[config.mk]
export PLATFORM = sky130hd
export DESIGN_NAME = smoldvi_stream_gearbox
export DESIGN_NICKNAME = d
export VERILOG_FILES = /design/src/rtl/smoldvi_stream_gearbox.sv
export SDC_FILE = /design/constraint.sdc
export NUM_CORES = 1
export LEC_CHECK = 0
export ABC_CLOCK_PERIOD_IN_PS = 2650
export CORE_AREA = 5 5 65 67
export CTS_BUF_LIST = sky130_fd_sc_hd__clkbuf_8
export CTS_CLUSTER_SIZE = 40
export DETAILED_ROUTE_END_ITERATION = 7
export DIE_AREA = 0 0 70 72
export GPL_ROUTABILITY_DRIVEN = 0
export HOLD_SLACK_MARGIN = 0.1
export PLACE_DENSITY = 0.82
export SYNTH_ARGS = -nofsm -noshare
export SYNTH_HDL_FRONTEND = slang
export SYNTH_SLANG_ARGS = --single-unit
[constraint.sdc]
create_clock -name clk -period 2.65 [get_ports clk]
set_input_delay 0.3975 -clock clk [delete_from_list [all_inputs] [get_ports clk]]
set_output_delay 0.3975 -clock clk [all_outputs]
set_load 0.01 [all_outputs]
[src/rtl/smoldvi_stream_gearbox.sv]
// smoldvi_stream_gearbox
//
// Single-clock width converter between a W_IN-bit and a W_OUT-bit valid/ready
// stream. Handles any ratio, including non-integer ones. Incoming words are
// appended above the buffered bits. Outgoing words are taken from the bottom,
// so buf_q[0] is always the oldest bit.
//
// Two extra controls:
//   slip  - drop the oldest buffered bit, used for serialiser lane alignment
//   flush - zero-pad a partial tail up to one full output word
//
// Ports:
//   clk, rst_n             clock, asynchronous active-low reset
//   in_data/valid/ready    input stream; in_ready means a full word fits
//   out_data/valid/ready   output stream; out_data is the oldest W_OUT bits
//   flush                  pad a partial tail (1..W_OUT-1 bits) to W_OUT bits
//   slip                   discard the oldest bit; ignored on pop or when empty
//   level                  number of valid buffered bits
module smoldvi_stream_gearbox #(
   parameter int unsigned W_IN      = 10,
   parameter int unsigned W_OUT     = 4,
   parameter int unsigned W_BUF     = W_IN + W_OUT,
   parameter int unsigned MSB_FIRST = 0,
   parameter int unsigned W_LEVEL   = $clog2(W_BUF + 1)
) (
   input  logic               clk,
   input  logic               rst_n,
   input  logic [W_IN-1:0]    in_data,
   input  logic               in_valid,
   output logic               in_ready,
   output logic [W_OUT-1:0]   out_data,
   output logic               out_valid,
   input  logic               out_ready,
   input  logic               flush,
   input  logic               slip,
   output logic [W_LEVEL-1:0] level
);

   if (W_IN < 1 || W_OUT < 1) begin : g_bad_width
      $error("smoldvi_stream_gearbox: W_IN and W_OUT must be at least 1");
   end
   if (W_BUF < W_IN + W_OUT - 1) begin : g_bad_buf
      $error("smoldvi_stream_gearbox: W_BUF must be >= W_IN + W_OUT - 1");
   end

   localparam logic [W_LEVEL-1:0] LvlOut  = W_LEVEL'(W_OUT);
   localparam logic [W_LEVEL-1:0] LvlIn   = W_LEVEL'(W_IN);
   localparam logic [W_LEVEL-1:0] LvlOne  = W_LEVEL'(1);
   // Highest level at which a whole input word still fits.
   localparam logic [W_LEVEL-1:0] LvlRoom = W_LEVEL'(W_BUF - W_IN);

   logic [W_BUF-1:0]   buf_q, buf_d;
   logic [W_LEVEL-1:0] level_q, level_d;
   logic [W_IN-1:0]    in_word;
   logic [W_OUT-1:0]   out_word;
   logic               pop, push;

   // Normalise to oldest-bit-at-index-0 on entry and undo it on exit.
   for (genvar g = 0; g < W_IN; g++) begin : g_in_order
      assign in_word[g] = (MSB_FIRST != 0) ? in_data[W_IN-1-g] : in_data[g];
   end

   assign out_word = buf_q[W_OUT-1:0];

   for (genvar g = 0; g < W_OUT; g++) begin : g_out_order
      assign out_data[g] = (MSB_FIRST != 0) ? out_word[W_OUT-1-g] : out_word[g];
   end

   // in_ready is based on the registered level only. A same-cycle pop does
   // not create room, which keeps the ready path free of out_ready.
   assign out_valid = (level_q >= LvlOut);
   assign in_ready  = (level_q <= LvlRoom);
   assign level     = level_q;

   assign pop  = out_valid & out_ready;
   assign push = in_valid & in_ready;

   // Ordered update: pop or slip, then push, then flush. Bits above the level
   // are always zero, so a push can be ORed in and a flush pads with zeros
   // simply by raising the level.
   always_comb begin
      buf_d   = buf_q;
      level_d = level_q;

      if (pop) begin
         buf_d   = buf_d >> W_OUT;
         level_d = level_d - LvlOut;
      end else if (slip && (level_d != '0)) begin
         buf_d   = buf_d >> 1;
         level_d = level_d - LvlOne;
      end

      if (push) begin
         buf_d   = buf_d | (W_BUF'(in_word) << level_d);
         level_d = level_d + LvlIn;
      end

      if (flush && (level_d != '0) && (level_d < LvlOut)) begin
         level_d = LvlOut;
      end
   end

   always_ff @(posedge clk or negedge rst_n) begin
      if (!rst_n) begin
         buf_q   <= '0;
         level_q <= '0;
      end else begin
         buf_q   <= buf_d;
         level_q <= level_d;
      end
   end

endmodule
# == After elaboration in Yosys (flattened, before gate mapping) ==
# Index checks and enable logic that the tools add are counted.
# totals
register_bits,18
input_bits,16
wordCells,24
output_inout_bits,10
# op_classes
order_cmp,3
n_addsub,3
n_reduce_logical,5
n_mux,7
n_bitwise,3
shift,1
# op_table
op,n
2-to-1 mux 14 bit,3
2-to-1 mux 4 bit,4
OR 14 bit,1
<< shifter 10 x 4 -> 14 bit,1
nonzero test 4 bit,2
adder 4 bit (second input constant),1
greater-or-equal comparator 4 x 3 -> 1 bit (second input constant),1
less-or-equal comparator 4 x 3 -> 1 bit (second input constant),1
less-than comparator 4 x 3 -> 1 bit (second input constant),1
subtractor 4 x 1 -> 4 bit (second input constant),1
subtractor 4 x 3 -> 4 bit (second input constant),1
logical AND 1 bit,3
AND 1 bit,2

# == Longest topological paths before layout ==
# logic_depth
ltp_word,10
ltp_mapped,10
depth_no_buf,8

# == Worst setup path before layout ==
# OpenSTA, ideal clock, no wires.
# synth_timing
path_type,register to register
startpoint,"register level_q[0], in the netlist level[0]"
endpoint,register buf_q[12]
arrival_time_ps,2269
path_slack_ps,241
required_time_ps,2510
period_less_slack_ps,2409
stages_incl_launch_ff,10
path_buffers,1
cell_sequence,dfrtp_1 -> buf_2 -> inv_1 -> ha_1 -> a21boi_2 -> nand2_1 -> o21ai_1 -> o21ai_0 -> a2111oi_0 -> a211oi_1
# synth_via
elab_chain_cells,7
elab_cells_between_ends,15
classes_between,add/sub (2); order compare (2); shift (1); mux (5); bitwise (3); reduce/logical (2)
# synth_lines
element,line,rtl
from (decl),53,"logic [W_LEVEL-1:0] level_q, level_d;"
from (signal assigned),109,level_q <= level_d;
"parallel branches: the longest is 6 deep, another holds subtractor 4 x 1 -> 4 bit",n/a,
2-to-1 mux 14 bit *,93,if (push) begin
named net buf_d[12],52,"logic [W_BUF-1:0] buf_q, buf_d;"
to (signal assigned),108,buf_q <= buf_d;
to (decl),52,
# Mark *: on every way through the listed nets, which the timed path passes.

# == Worst setup path after layout ==
# layout_timing
startpoint,"register level_q[2], in the netlist level[2]"
endpoint,register buf_q[12]
# Same word-level chain as after synthesis.

==> results.sh <==
export IMPL_endpoint_kind="flop"
export IMPL_maxCapViolCount=0
export IMPL_nFillCells=327
export IMPL_root_buffer="clkbuf_8"
export IMPL_drt_pass1_iter_count=5
export IMPL_layout_common_cells="nand2_1 (43), a21oi_1 (29), buf_4 (26), clkdlybuf4s50_1 (25)"
export IMPL_synth_area_um2=2010
export IMPL_synth_edf_count=0
export IMPL_via_count=2271
export IMPL_timing_rr_end="buf_q[12]$_DFF_PN0_"
export IMPL_hold_path_class="flop to flop"
export IMPL_place_port_buffers=25
export IMPL_syn_area_per_cell_um2=7.53
export IMPL_intPower_mw=1.63
export IMPL_peakVddDrop_mv=0.589
export IMPL_post_cts_buffers=0
export IMPL_drc=0
export IMPL_endpoint="buf_q[12]$_DFF_PN0_"
export IMPL_grt_pass1_wl_um=9740
export IMPL_core_region_area_um2=3580
export IMPL_antenna_found_initial=0
export IMPL_grt_usage=0.234
export IMPL_rows=22
export IMPL_critPathRequiredTime_ps=2770
export IMPL_finalHoldViolCount=0
export IMPL_fmax_mhz=404
export IMPL_grt_overflow=0
export IMPL_clk_latency_ps=250
export IMPL_drt_total_wl_um=5960
export IMPL_syn_num_nets=287
export IMPL_rsz0062_at_grt="no"
export IMPL_postRouteAntennaNets=0
export IMPL_critical_path_slowest_cell="a2111oi_0"
export IMPL_start_util=0.562
export IMPL_nNetsFinal=322
export IMPL_r2r_slack_ps=180
export IMPL_drive_gt1_frac=0.167
export IMPL_leakagePower_nw=0.995
export IMPL_relSlewSlack=0.453
export IMPL_combPwrFrac=0.789
export IMPL_postSynthCellCount=267
export IMPL_final_area_um2=2450
export IMPL_yosysSeqAreaShare=0.224
export IMPL_dp_cells=345
export IMPL_whs_ps=552
export IMPL_cp_max_fo=15
export IMPL_finalCriticalPeriod_ps=2470
export IMPL_ys_warn_count=0
export IMPL_cp_data_arrival_time_ps=2590
export IMPL_ios=26
export IMPL_grt_pass1_vias=2055
export IMPL_area_growth_pct=22.1
export IMPL_critPathTopFamily="compound AO/OA/AOI/OAI gates"
export IMPL_setup_viol=0
export IMPL_path_clk_slew_ps=70
export IMPL_die_area_um2=5040
export IMPL_reg2reg_depth=9
export IMPL_swShare=0.505
export IMPL_final_common_cell="nand2_1"
export IMPL_wl_per_cell_um=17.1
export IMPL_period_share=0.933
export IMPL_crit_start="level[2]$_DFF_PN0_"
export IMPL_r2r_start="level[2]$_DFF_PN0_"
export IMPL_power_share_clock=0.058
export IMPL_skew_ps=2.96
export IMPL_die_h_um=72
export IMPL_worstMarginPinSlew_ps=818
export IMPL_dp_hpwl_um=4450
export IMPL_ys_ff_latch=18
export IMPL_status="finished clean"
export IMPL_tns_ps=0
export IMPL_p_total_mw=3.30
export IMPL_crit_buf_inv=2
export IMPL_n_antenna_cell=0
export IMPL_cp_start_kind="flop"
export IMPL_place_area_um2=2400
export IMPL_drt_iter0_markers=209
export IMPL_maxSlewViolCount=0
export IMPL_cts_buffers=3
export IMPL_instances_no_fill=348
export IMPL_cts_tree="built"
export IMPL_clock_sinks=18
export IMPL_path_class="flop to flop"
export IMPL_slowest_delay_ps=450
export IMPL_power_density_nw_per_um2=1340
export IMPL_synth_distinct_cells=56
export IMPL_avgViaCountPerCell=6.53
export IMPL_h_tree_depth=1
export IMPL_crit_cells=9
export IMPL_seqPwrFrac=0.153
export IMPL_die_x_um=70
export IMPL_grt_max_degree=27
export IMPL_synthFlopType="dfrtp_1"
export IMPL_netSwitchingPower_mw=1.67
export IMPL_synth_async_reset_ratio=1.00
export IMPL_clock_path_buffers=2
export IMPL_worstPathCellList="inv_1, ha_1, a21boi_2, buf_4, a21oi_1, nor2_1, nor4_1, a2111oi_0, a211oi_1"
[power by group through the flow]
stage	registers [mW]	clock network, mW	logic (mW)
after global routing	0.522	0.206	2.81
final	0.506	0.190	2.60
after global placement	0.507	0	2.48
after CTS	0.506	0.194	2.53
after floorplan	0.504	0	1.76
after detailed placement	0.506	0	2.53
[metrics by stage]
stage          utilization  setup slack [ps]
2_1_floorplan            -               241
3_3_place_gp         0.671              28.7
3_5_place_dp         0.671             -13.9
4_1_cts              0.683               181
5_1_grt              0.686              50.8
6_report             0.686               177
[timing repair]
item | CTS | global route
gates resized for setup | 0 | 3
hold buffers | 0 | 0
setup endpoints to repair | 0 | 6
[cells in the mapped netlist (all sizes together), types with 4 or more instances]
library cell | number | area share
a221o | 4 | 0.020
o21ai | 20 | 0.050
a31oi | 9 | 0.028
nand2b | 6 | 0.019
o211ai | 5 | 0.019
buf | 12 | 0.040
a21oi | 29 | 0.072
dfrtp | 18 | 0.22
nand3 | 11 | 0.027
clkbuf | 9 | 0.017
mux2 | 6 | 0.034
inv | 10 | 0.019
nor2 | 17 | 0.034
nand2 | 43 | 0.080
a211oi | 5 | 0.019
mux2i | 9 | 0.045
nor3 | 5 | 0.015
ha | 4 | 0.025
[worst min-delay path by stage]
stage	start	to	slack [ps]	cells past startpoint
global route	buf_q[6]$_DFF_PN0_	buf_q[2]$_DFF_PN0_	570	1
global placement	buf_q[4]$_DFF_PN0_	buf_q[0]$_DFF_PN0_	530	2
detailed placement	buf_q[8]$_DFF_PN0_	buf_q[4]$_DFF_PN0_	530	2
floorplan	rst_n	buf_q[0]$_DFF_PN0_	100	0
finish	buf_q[4]$_DFF_PN0_	buf_q[0]$_DFF_PN0_	550	2
CTS	buf_q[6]$_DFF_PN0_	buf_q[2]$_DFF_PN0_	550	1
[layout make-up]
cell class | instances | area (um^2) | area share
Clock buffer | 3 | 41.3 | 0.0168
Multi-Input combinational cell | 218 | 1420 | 0.578
Sequential cell | 18 | 450 | 0.183
Tap cell | 48 | 60.1 | 0.0245
Timing Repair Buffer | 51 | 445 | 0.181
Inverter | 10 | 37.5 | 0.0153
[layer usage]
metal | vias to the layer above | routed length (um) | share of wire | track usage
met1 | 1066 | 2580 | 0.43 | 0.325
met5 | - | 0 | 0 | 0
li1 | 1055 | - | - | -
met3 | 17 | 540 | 0.091 | 0.0471
met2 | 133 | 2690 | 0.45 | 0.363
met4 | 0 | 150 | 0.025 | 0.0830
[worst register-to-register path, delay by kind of cell, from the launching register on]
family	cells	cell delay, ps
compound gates	4	950
fa+ha+maj	1	250
buf+inv	2	360
flops	1	360
simple gates	2	410
[cells by family after synthesis]
group | share of synthesized area
simple gates | 0.232
compound gates | 0.316
flops | 0.224
buf+inv | 0.0759
fa+ha+maj | 0.0299
mux | 0.101
xor+xnor | 0.0212
[registers in the layout (all words and copies together), names as in the netlist]
signal,flops
buf_q,14
level,4
No activity file was read; power rests on OpenSTA's default activity.
